**src/rtl/inputc_ctrl_pkg.sv**
```systemverilog
// Shared definitions for the router input-channel controller: flit encodings,
// output-port ids, header field offsets, FSM states and the XY routing function.
package inputc_ctrl_pkg;

  localparam int unsigned PortIdW = 2;  // port id is PortIdW+1 bits wide
  localparam int unsigned PortMax = 4;  // grant vector is PortMax+1 bits wide
  localparam int unsigned CoordW  = 4;
  localparam int unsigned DstXLsb = 4;
  localparam int unsigned DstYLsb = 0;

  typedef logic [PortIdW:0] port_t;

  localparam port_t PortN = 3'd0;
  localparam port_t PortE = 3'd1;
  localparam port_t PortS = 3'd2;
  localparam port_t PortW = 3'd3;
  localparam port_t PortL = 3'd4;

  typedef enum logic [1:0] {
    FlitBody   = 2'b00,
    FlitHead   = 2'b01,
    FlitTail   = 2'b10,
    FlitSingle = 2'b11
  } flit_type_e;

  typedef enum logic [1:0] {StIdle, StRoute, StReq, StXfer} state_e;

  // Dimension-ordered routing: resolve X first, then Y, then eject locally.
  function automatic port_t xy_route(input logic [CoordW-1:0] myx, input logic [CoordW-1:0] myy,
                                     input logic [CoordW-1:0] dx, input logic [CoordW-1:0] dy);
    if (dx > myx)      return PortE;
    else if (dx < myx) return PortW;
    else if (dy > myy) return PortS;
    else if (dy < myy) return PortN;
    else               return PortL;
  endfunction

endpackage

```
**src/rtl/inputc_ctrl_if.sv**
```systemverilog
// Flit and arbitration signals between an input channel, its upstream link,
// the five output arbiters and the crossbar.
interface inputc_ctrl_if #(
  parameter int unsigned DATAW = 32
);
  import inputc_ctrl_pkg::*;

  logic [DATAW-1:0] in_flit;
  logic             in_valid;
  logic             in_ready;
  port_t            port;
  logic             req;
  logic             fwdab;
  logic [PortMax:0] grt_in;
  logic [DATAW-1:0] out_flit;
  logic             out_valid;
  logic             out_ready;

  modport master (
    input  in_flit, in_valid, grt_in, out_ready,
    output in_ready, port, req, fwdab, out_flit, out_valid
  );

  modport slave (
    output in_flit, in_valid, grt_in, out_ready,
    input  in_ready, port, req, fwdab, out_flit, out_valid
  );

endinterface

```
**src/rtl/inputc_ctrl_flit_fifo.sv**
```systemverilog
// Flit buffer: DEPTH x DATAW circular FIFO with first-word fall-through read.
module inputc_ctrl_flit_fifo #(
  parameter int unsigned DEPTH = 4,
  parameter int unsigned DATAW = 32
) (
  input  logic             clk,
  input  logic             rst_,
  input  logic             push,
  input  logic [DATAW-1:0] wdata,
  input  logic             pop,
  output logic [DATAW-1:0] rdata,
  output logic             full,
  output logic             empty
);

  localparam int unsigned AW   = $clog2(DEPTH);
  localparam int unsigned CntW = AW + 1;

  logic [AW-1:0]    wptr_q, rptr_q;
  logic [CntW-1:0]  cnt_q, cnt_d;
  logic [DATAW-1:0] mem_q [DEPTH];
  logic             push_ok, pop_ok;

  assign full    = (cnt_q == CntW'(DEPTH));
  assign empty   = (cnt_q == '0);
  assign push_ok = push && !full;
  assign pop_ok  = pop && !empty;
  assign rdata   = mem_q[rptr_q];

  always_comb begin
    cnt_d = cnt_q;
    if (push_ok && !pop_ok)      cnt_d = cnt_q + 1'b1;
    else if (!push_ok && pop_ok) cnt_d = cnt_q - 1'b1;
  end

  always_ff @(posedge clk or negedge rst_) begin
    if (!rst_) begin
      wptr_q <= '0;
      rptr_q <= '0;
      cnt_q  <= '0;
    end else begin
      if (push_ok) wptr_q <= wptr_q + 1'b1;
      if (pop_ok)  rptr_q <= rptr_q + 1'b1;
      cnt_q <= cnt_d;
    end
  end

  // Storage needs no reset: occupancy alone decides what is valid.
  always_ff @(posedge clk) begin
    if (push_ok) mem_q[wptr_q] <= wdata;
  end

endmodule

```
**src/rtl/inputc_ctrl.sv**
```systemverilog
// Router input-channel controller: buffers flits, XY-routes each head, requests
// the chosen output arbiter and streams the packet through while granted.
module inputc_ctrl
  import inputc_ctrl_pkg::*;
#(
  parameter logic [3:0]  MYX   = 4'd0,
  parameter logic [3:0]  MYY   = 4'd0,
  parameter int unsigned DEPTH = 4,
  parameter int unsigned DATAW = 32
) (
  input logic          clk,
  input logic          rst_,
  inputc_ctrl_if.master bus
);

  logic [DATAW-1:0] head;
  logic             full, empty, push, pop;
  logic             grant, head_start, head_end, out_valid, xfer_pop;
  logic [7:0]       grt_ext;
  state_e           state_q;
  port_t            port_q;
  logic             req_q, fwdab_q;

  // Type 01/11 opens a packet, type 10/11 closes it.
  assign head_start = head[DATAW-2];
  assign head_end   = head[DATAW-1];

  assign grt_ext   = {{(7 - PortMax){1'b0}}, bus.grt_in};
  assign grant     = grt_ext[port_q];
  assign out_valid = (state_q == StXfer) && grant && !empty;
  assign xfer_pop  = out_valid && bus.out_ready;
  // Non-head flits at the front while idle are protocol errors and are discarded.
  assign pop  = xfer_pop || ((state_q == StIdle) && !empty && !head_start);
  assign push = bus.in_valid && !full;

  assign bus.in_ready  = !full;
  assign bus.out_flit  = head;
  assign bus.out_valid = out_valid;
  assign bus.port      = port_q;
  assign bus.req       = req_q;
  assign bus.fwdab     = fwdab_q;

  inputc_ctrl_flit_fifo #(
    .DEPTH (DEPTH),
    .DATAW (DATAW)
  ) u_fifo (
    .clk   (clk),
    .rst_  (rst_),
    .push  (push),
    .wdata (bus.in_flit),
    .pop   (pop),
    .rdata (head),
    .full  (full),
    .empty (empty)
  );

  always_ff @(posedge clk or negedge rst_) begin
    if (!rst_) begin
      state_q <= StIdle;
      port_q  <= PortN;
      req_q   <= 1'b0;
      fwdab_q <= 1'b0;
    end else begin
      case (state_q)
        StIdle: begin
          if (!empty && head_start) state_q <= StRoute;
        end
        StRoute: begin
          port_q  <= xy_route(MYX, MYY, head[DstXLsb +: CoordW], head[DstYLsb +: CoordW]);
          fwdab_q <= head[DATAW-3];
          req_q   <= 1'b1;
          state_q <= StReq;
        end
        StReq: begin
          if (grant) state_q <= StXfer;
        end
        StXfer: begin
          // Request is held through the tail so the arbiter keeps the grant.
          if (xfer_pop && head_end) begin
            req_q   <= 1'b0;
            fwdab_q <= 1'b0;
            state_q <= StIdle;
          end
        end
        default: state_q <= StIdle;
      endcase
    end
  end

endmodule
```
**src/flat_wrapper.sv**
```systemverilog
// flat-port wrapper written by rule: the top's interface ports become plain ports
module inputc_ctrl_flat import inputc_ctrl_pkg::*;
#(
  parameter logic [3:0]  MYX   = 4'd0,
  parameter logic [3:0]  MYY   = 4'd0,
  parameter int unsigned DEPTH = 4,
  parameter int unsigned DATAW = 32
)
  (clk, rst_, bus_in_flit, bus_in_valid, bus_grt_in, bus_out_ready, bus_in_ready, bus_port, bus_req, bus_fwdab, bus_out_flit, bus_out_valid);
  inputc_ctrl_if #(.DATAW(DATAW)) bus_i ();
  input logic clk;
  input logic rst_;
  input wire logic [$bits(bus_i.in_flit)-1:0] bus_in_flit;
  input wire logic [$bits(bus_i.in_valid)-1:0] bus_in_valid;
  input wire logic [$bits(bus_i.grt_in)-1:0] bus_grt_in;
  input wire logic [$bits(bus_i.out_ready)-1:0] bus_out_ready;
  output wire logic [$bits(bus_i.in_ready)-1:0] bus_in_ready;
  output wire logic [$bits(bus_i.port)-1:0] bus_port;
  output wire logic [$bits(bus_i.req)-1:0] bus_req;
  output wire logic [$bits(bus_i.fwdab)-1:0] bus_fwdab;
  output wire logic [$bits(bus_i.out_flit)-1:0] bus_out_flit;
  output wire logic [$bits(bus_i.out_valid)-1:0] bus_out_valid;
  assign bus_i.in_flit = bus_in_flit;
  assign bus_i.in_valid = bus_in_valid;
  assign bus_i.grt_in = bus_grt_in;
  assign bus_i.out_ready = bus_out_ready;
  assign bus_in_ready = bus_i.in_ready;
  assign bus_port = bus_i.port;
  assign bus_req = bus_i.req;
  assign bus_fwdab = bus_i.fwdab;
  assign bus_out_flit = bus_i.out_flit;
  assign bus_out_valid = bus_i.out_valid;
  inputc_ctrl #(.MYX(MYX), .MYY(MYY), .DEPTH(DEPTH), .DATAW(DATAW)) u_core (.clk(clk), .rst_(rst_), .bus(bus_i));
endmodule
```
**config.mk**
```make
export PLATFORM = sky130hd
export DESIGN_NAME = inputc_ctrl_flat
export DESIGN_NICKNAME = d
export VERILOG_FILES = /design/src/rtl/inputc_ctrl_pkg.sv /design/src/rtl/inputc_ctrl_if.sv /design/src/rtl/inputc_ctrl_flit_fifo.sv /design/src/rtl/inputc_ctrl.sv /design/src/flat_wrapper.sv
export SDC_FILE = /design/constraint.sdc
export NUM_CORES = 1
export LEC_CHECK = 0
export ABC_AREA = 0
export CAP_MARGIN = 10
export CORE_MARGIN = 2
export CORE_UTILIZATION = 50
export DETAILED_ROUTE_END_ITERATION = 8
export PLACE_DENSITY = 0.74
export SLEW_MARGIN = 40
export SYNTH_ARGS = -nofsm -noshare
export SYNTH_HDL_FRONTEND = slang
export SYNTH_SLANG_ARGS = --single-unit
```
**constraint.sdc**
```tcl
create_clock -name clk -period 3.6 [get_ports clk]
set_input_delay 0.72 -clock clk [delete_from_list [all_inputs] [get_ports clk]]
set_output_delay 0.72 -clock clk [all_outputs]
set_load 0.01 [all_outputs]
```
==> results by group <==
Run status
  – Status: completed

Worst setup path
  – Worst Setup SP: u_core.u_fifo.rptr_q[1]$_DFFE_PN0P_
  – Worst Path Max Fanout: 23
  – Critical R2R Launch: u_core.u_fifo.rptr_q[0]$_DFFE_PN0P_
  – Critical R2R Capture: u_core.u_fifo.cnt_q[1]$_DFFE_PN0P_
  – CP Launch Type: flop
  – Crit end category: output port
  – Crit path arrival time: 2350 ps
  – Req. time, crit path: 2880 ps
  – Worst Setup EP: bus_out_flit[5]
  – Critical path type: flop to output port
  – R2R setup slack: 1140 ps
  – Reg2Reg Depth: 8

Clocking
  – CTS tree: yes
  – Clock Sinks: 142
  – Post CTS Setup Buffer Count: 0
  – CTS root buf: clkbuf_8
  – Cts hold-fix bufs: 0
  – Post-cts resize count: 0
  – CTS H-tree depth: 4
  – Cts bufs inserted: 17
  – Reg clk slew, reported paths: 60 ps
  – CTS max path bufs: 2
  – Worst skew pair latency: 500 ps

Die
  – IO Count: 80
  – Die Area: 11,920 sq um
  – Die X: 109.2 microns
  – Die Height: 109.2 microns
  – Num rows: 38
  – Initial core utilization: 51.24%
  – Core area: 10,790 sq um

Routing
  – Final ANT Viol Nets: 0
  – Post-Route WL: 9643 microns
  – Wire per inst: 19.32 microns
  – Initial DRC Count: 150
  – DRC Markers: 0
  – Via count: 2,708
  – Vias per inst: 5.427
  – DR pass1 iterations: 4

Pwr
  – Sw power: 1.750 mW
  – Maximum VDD drop: 0.3950 mV
  – Internal Power: 4.349 mW
  – Sw frac: 28.69%
  – Pleak: 2.406 nW
  – Flop pwr share: 38.5%
  – Logic pwr share: 33.3%
  – Clock share of power: 28.2%
  – PnR Total Power: 6.098 mW
  – Power Density: 861.5 nW/um^2

Global routing
  – Global route overflow: 0
  – Global-route wire length before repair: 15,220 microns
  – Vias in the first global route: 2,911
  – Largest net degree at the start of global routing: 33
  – GR Util All Layers: 17.75%
  – Initial antenna violation count: 0

Synth
  – Mapped Cells: 253
  – Yosys warning total: 0
  – Register area share after synthesis: 75.84%
  – Synthesized flop and latch total: 142
  – Syn avg cell area: 21.86 sq um
  – Synth Net Count: 305
  – Post-Syn Area: 5530 sq um
  – Post-synth cell types: 37

Timing
  – PnR worst setup slack: 531.7 ps
  – Rel. slew slack: 56.78%
  – Final period util: 85.23%
  – Total Neg Setup Slack: 0 ps
  – Fin. Hold Viols: 0
  – Maximum operating frequency: 0.3259 GHz
  – Final setup fails: 0
  – Unrepaired setup endpoints after global routing: false
  – Slew Limit Fails: 0
  – Worst-Margin Slew: 646.2 ps
  – Fin Hold WS: 501.0 ps
  – Tmin final: 3068 ps
  – Skew final: 9.835 ps

Final layout
  – Layout cell share with drive strength beyond 1: 21.73%
  – Area grow syn2layout: 27.99%
  – # diodes: 0
  – Final Instance Area: 7078 sq um
  – Nets: 398

Flow run
  – Max-cap viol count: 0

Min path
  – Hold Crit Class: flop to flop

Place
  – GPL Wtd Cong: 0.7085
  – Area of placed instances: 6482 sq um
  – HPWL after DPL: 6008 microns
  – # port buffers: 79
  – Dpl ws: 563.1 ps
-- metrics by stage --
step                      util [%]  instances
after CTS                    65.58        499
after detailed placement     60.06        467
final                        65.58        499
after global placement       59.92        467
after global routing         65.58        499
after floorplan                  -        253
-- Yosys cell counts --
library cell  number  area [sq um]
edfxtp_1         128          3844
mux4_2            30         675.7
dfrtp_1           14         350.3
ha_1              10         125.1
inv_1              8         30.03
nand2_1            6         22.52
nor2_1             6         22.52
and3_1             4         25.02
buf_2              4         20.02
xor2_1             4         35.03
a21oi_1            3         15.01
mux2i_1            3         30.03
a21boi_1           2         15.01
buf_1              2         7.510
mux4_1             2         52.55
nand2b_1           2         12.51
nand3_1            2         10.01
nor4_2             2         25.02
o21ai_0            2         10.01
xnor2_1            2         17.52
a221oi_2           1         15.01
a2bb2oi_1          1         8.760
and2_0             1         6.260
buf_12             1         20.02
buf_6              1         11.26
fa_1               1         20.02
mux2_1             1         11.26
mux2_2             1         11.26
nor4b_2            1         15.01
o2111ai_2          1         15.01
o211ai_1           1         7.510
o21a_1             1         7.510
o21ai_1            1         5.000
o22ai_1            1         6.260
o22ai_2            1         12.51
or2_2              1         6.260
or3_1              1         6.260
-- worst max-delay path, cell delays in order, from the launching register on --
cell and delay, ps:
dfrtp_2 520, buf_4 400, mux4_2 400, clkdlybuf4s50_1 530
-- how the worst min path moves through the flow --
stage          cells after the start                                  to                                from  slack, ps
6_report                           1  u_core.u_fifo.cnt_q[2]$_DFFE_PN0P_  u_core.u_fifo.cnt_q[2]$_DFFE_PN0P_        500
3_5_place_dp                       1  u_core.u_fifo.cnt_q[2]$_DFFE_PN0P_  u_core.u_fifo.cnt_q[2]$_DFFE_PN0P_        490
3_3_place_gp                       1  u_core.u_fifo.cnt_q[2]$_DFFE_PN0P_  u_core.u_fifo.cnt_q[2]$_DFFE_PN0P_        480
5_1_grt                            1  u_core.u_fifo.cnt_q[2]$_DFFE_PN0P_  u_core.u_fifo.cnt_q[2]$_DFFE_PN0P_        520
2_1_floorplan                      0        u_core.bus.fwdab$_DFFE_PN0P_                                rst_        420
4_1_cts                            1  u_core.u_fifo.cnt_q[2]$_DFFE_PN0P_  u_core.u_fifo.cnt_q[2]$_DFFE_PN0P_        500
-- power groups by stage --
| stage | registers [mW] | logic [mW] | clock network [mW] |
|---|---|---|---|
| global route | 2.39 | 2.20 | 1.83 |
| floorplan | 2.34 | 1.24 | 0 |
| global placement | 2.37 | 2.02 | 0 |
| finish | 2.35 | 2.03 | 1.72 |
| CTS | 2.36 | 2.07 | 1.75 |
| detailed placement | 2.39 | 2.06 | 0 |
-- registers in the layout (all words and copies together) (netlist names) --
name and flops:
u_core.bus.req 1, u_core.state_q 2, u_core.u_fifo.rptr_q 2, u_core.bus.fwdab 1, u_core.u_fifo.mem_q 128, u_core.u_fifo.cnt_q 3, u_core.bus.port 3, u_core.u_fifo.wptr_q 2
-- cell type report --
| cell class | instances | area, sq um |
|---|---|---|
| inverter | 8 | 30.03 |
| clock inverter | 13 | 163.9 |
| sequential | 142 | 4197 |
| clock buffer | 19 | 431.7 |
| timing repair buffer | 82 | 813.3 |
| fill | 727 | 3715 |
| tap | 140 | 175.2 |
| multi-input combinational | 95 | 1267 |
-- routing by layer --
layer	vias to the layer above	part of all wire, %	global-route usage, %
met5	-	0	0
met4	0	0.94	5.425
met3	11	6.5	6.037
met2	74	50	29.55
met1	1400	42	22.21
li1	1223	-	-
-- layout by cell type, fill, tap and decap left out, types with 4 or more instances in the layout --
master / n
nand2_1: 6
clkdlybuf4s50_1: 79
clkbuf_16: 16
edfxtp_1: 128
nor2_1: 6
inv_1: 8
and3_4: 4
mux4_2: 30
ha_1: 10
dfrtp_1: 12
clkinvlp_4: 5
xor2_1: 4
-- logic make-up (layout without fill, tap and decap cells) --
logic type / after synthesis / count (layout) / share of synthesized area, %
DFF: 142 / 142 / 75.84
muxes: 37 / 37 / 14.12
and+or+nand+nor: 26 / 26 / 2.737
buffers and inverters: 16 / 122 / 1.606
AOI/OAI and AO/OA: 15 / 15 / 2.126
adders and majority gates: 11 / 11 / 2.624
xor gates and xnor gates: 6 / 6 / 0.9502
Power figures use the tool's default switching activity.
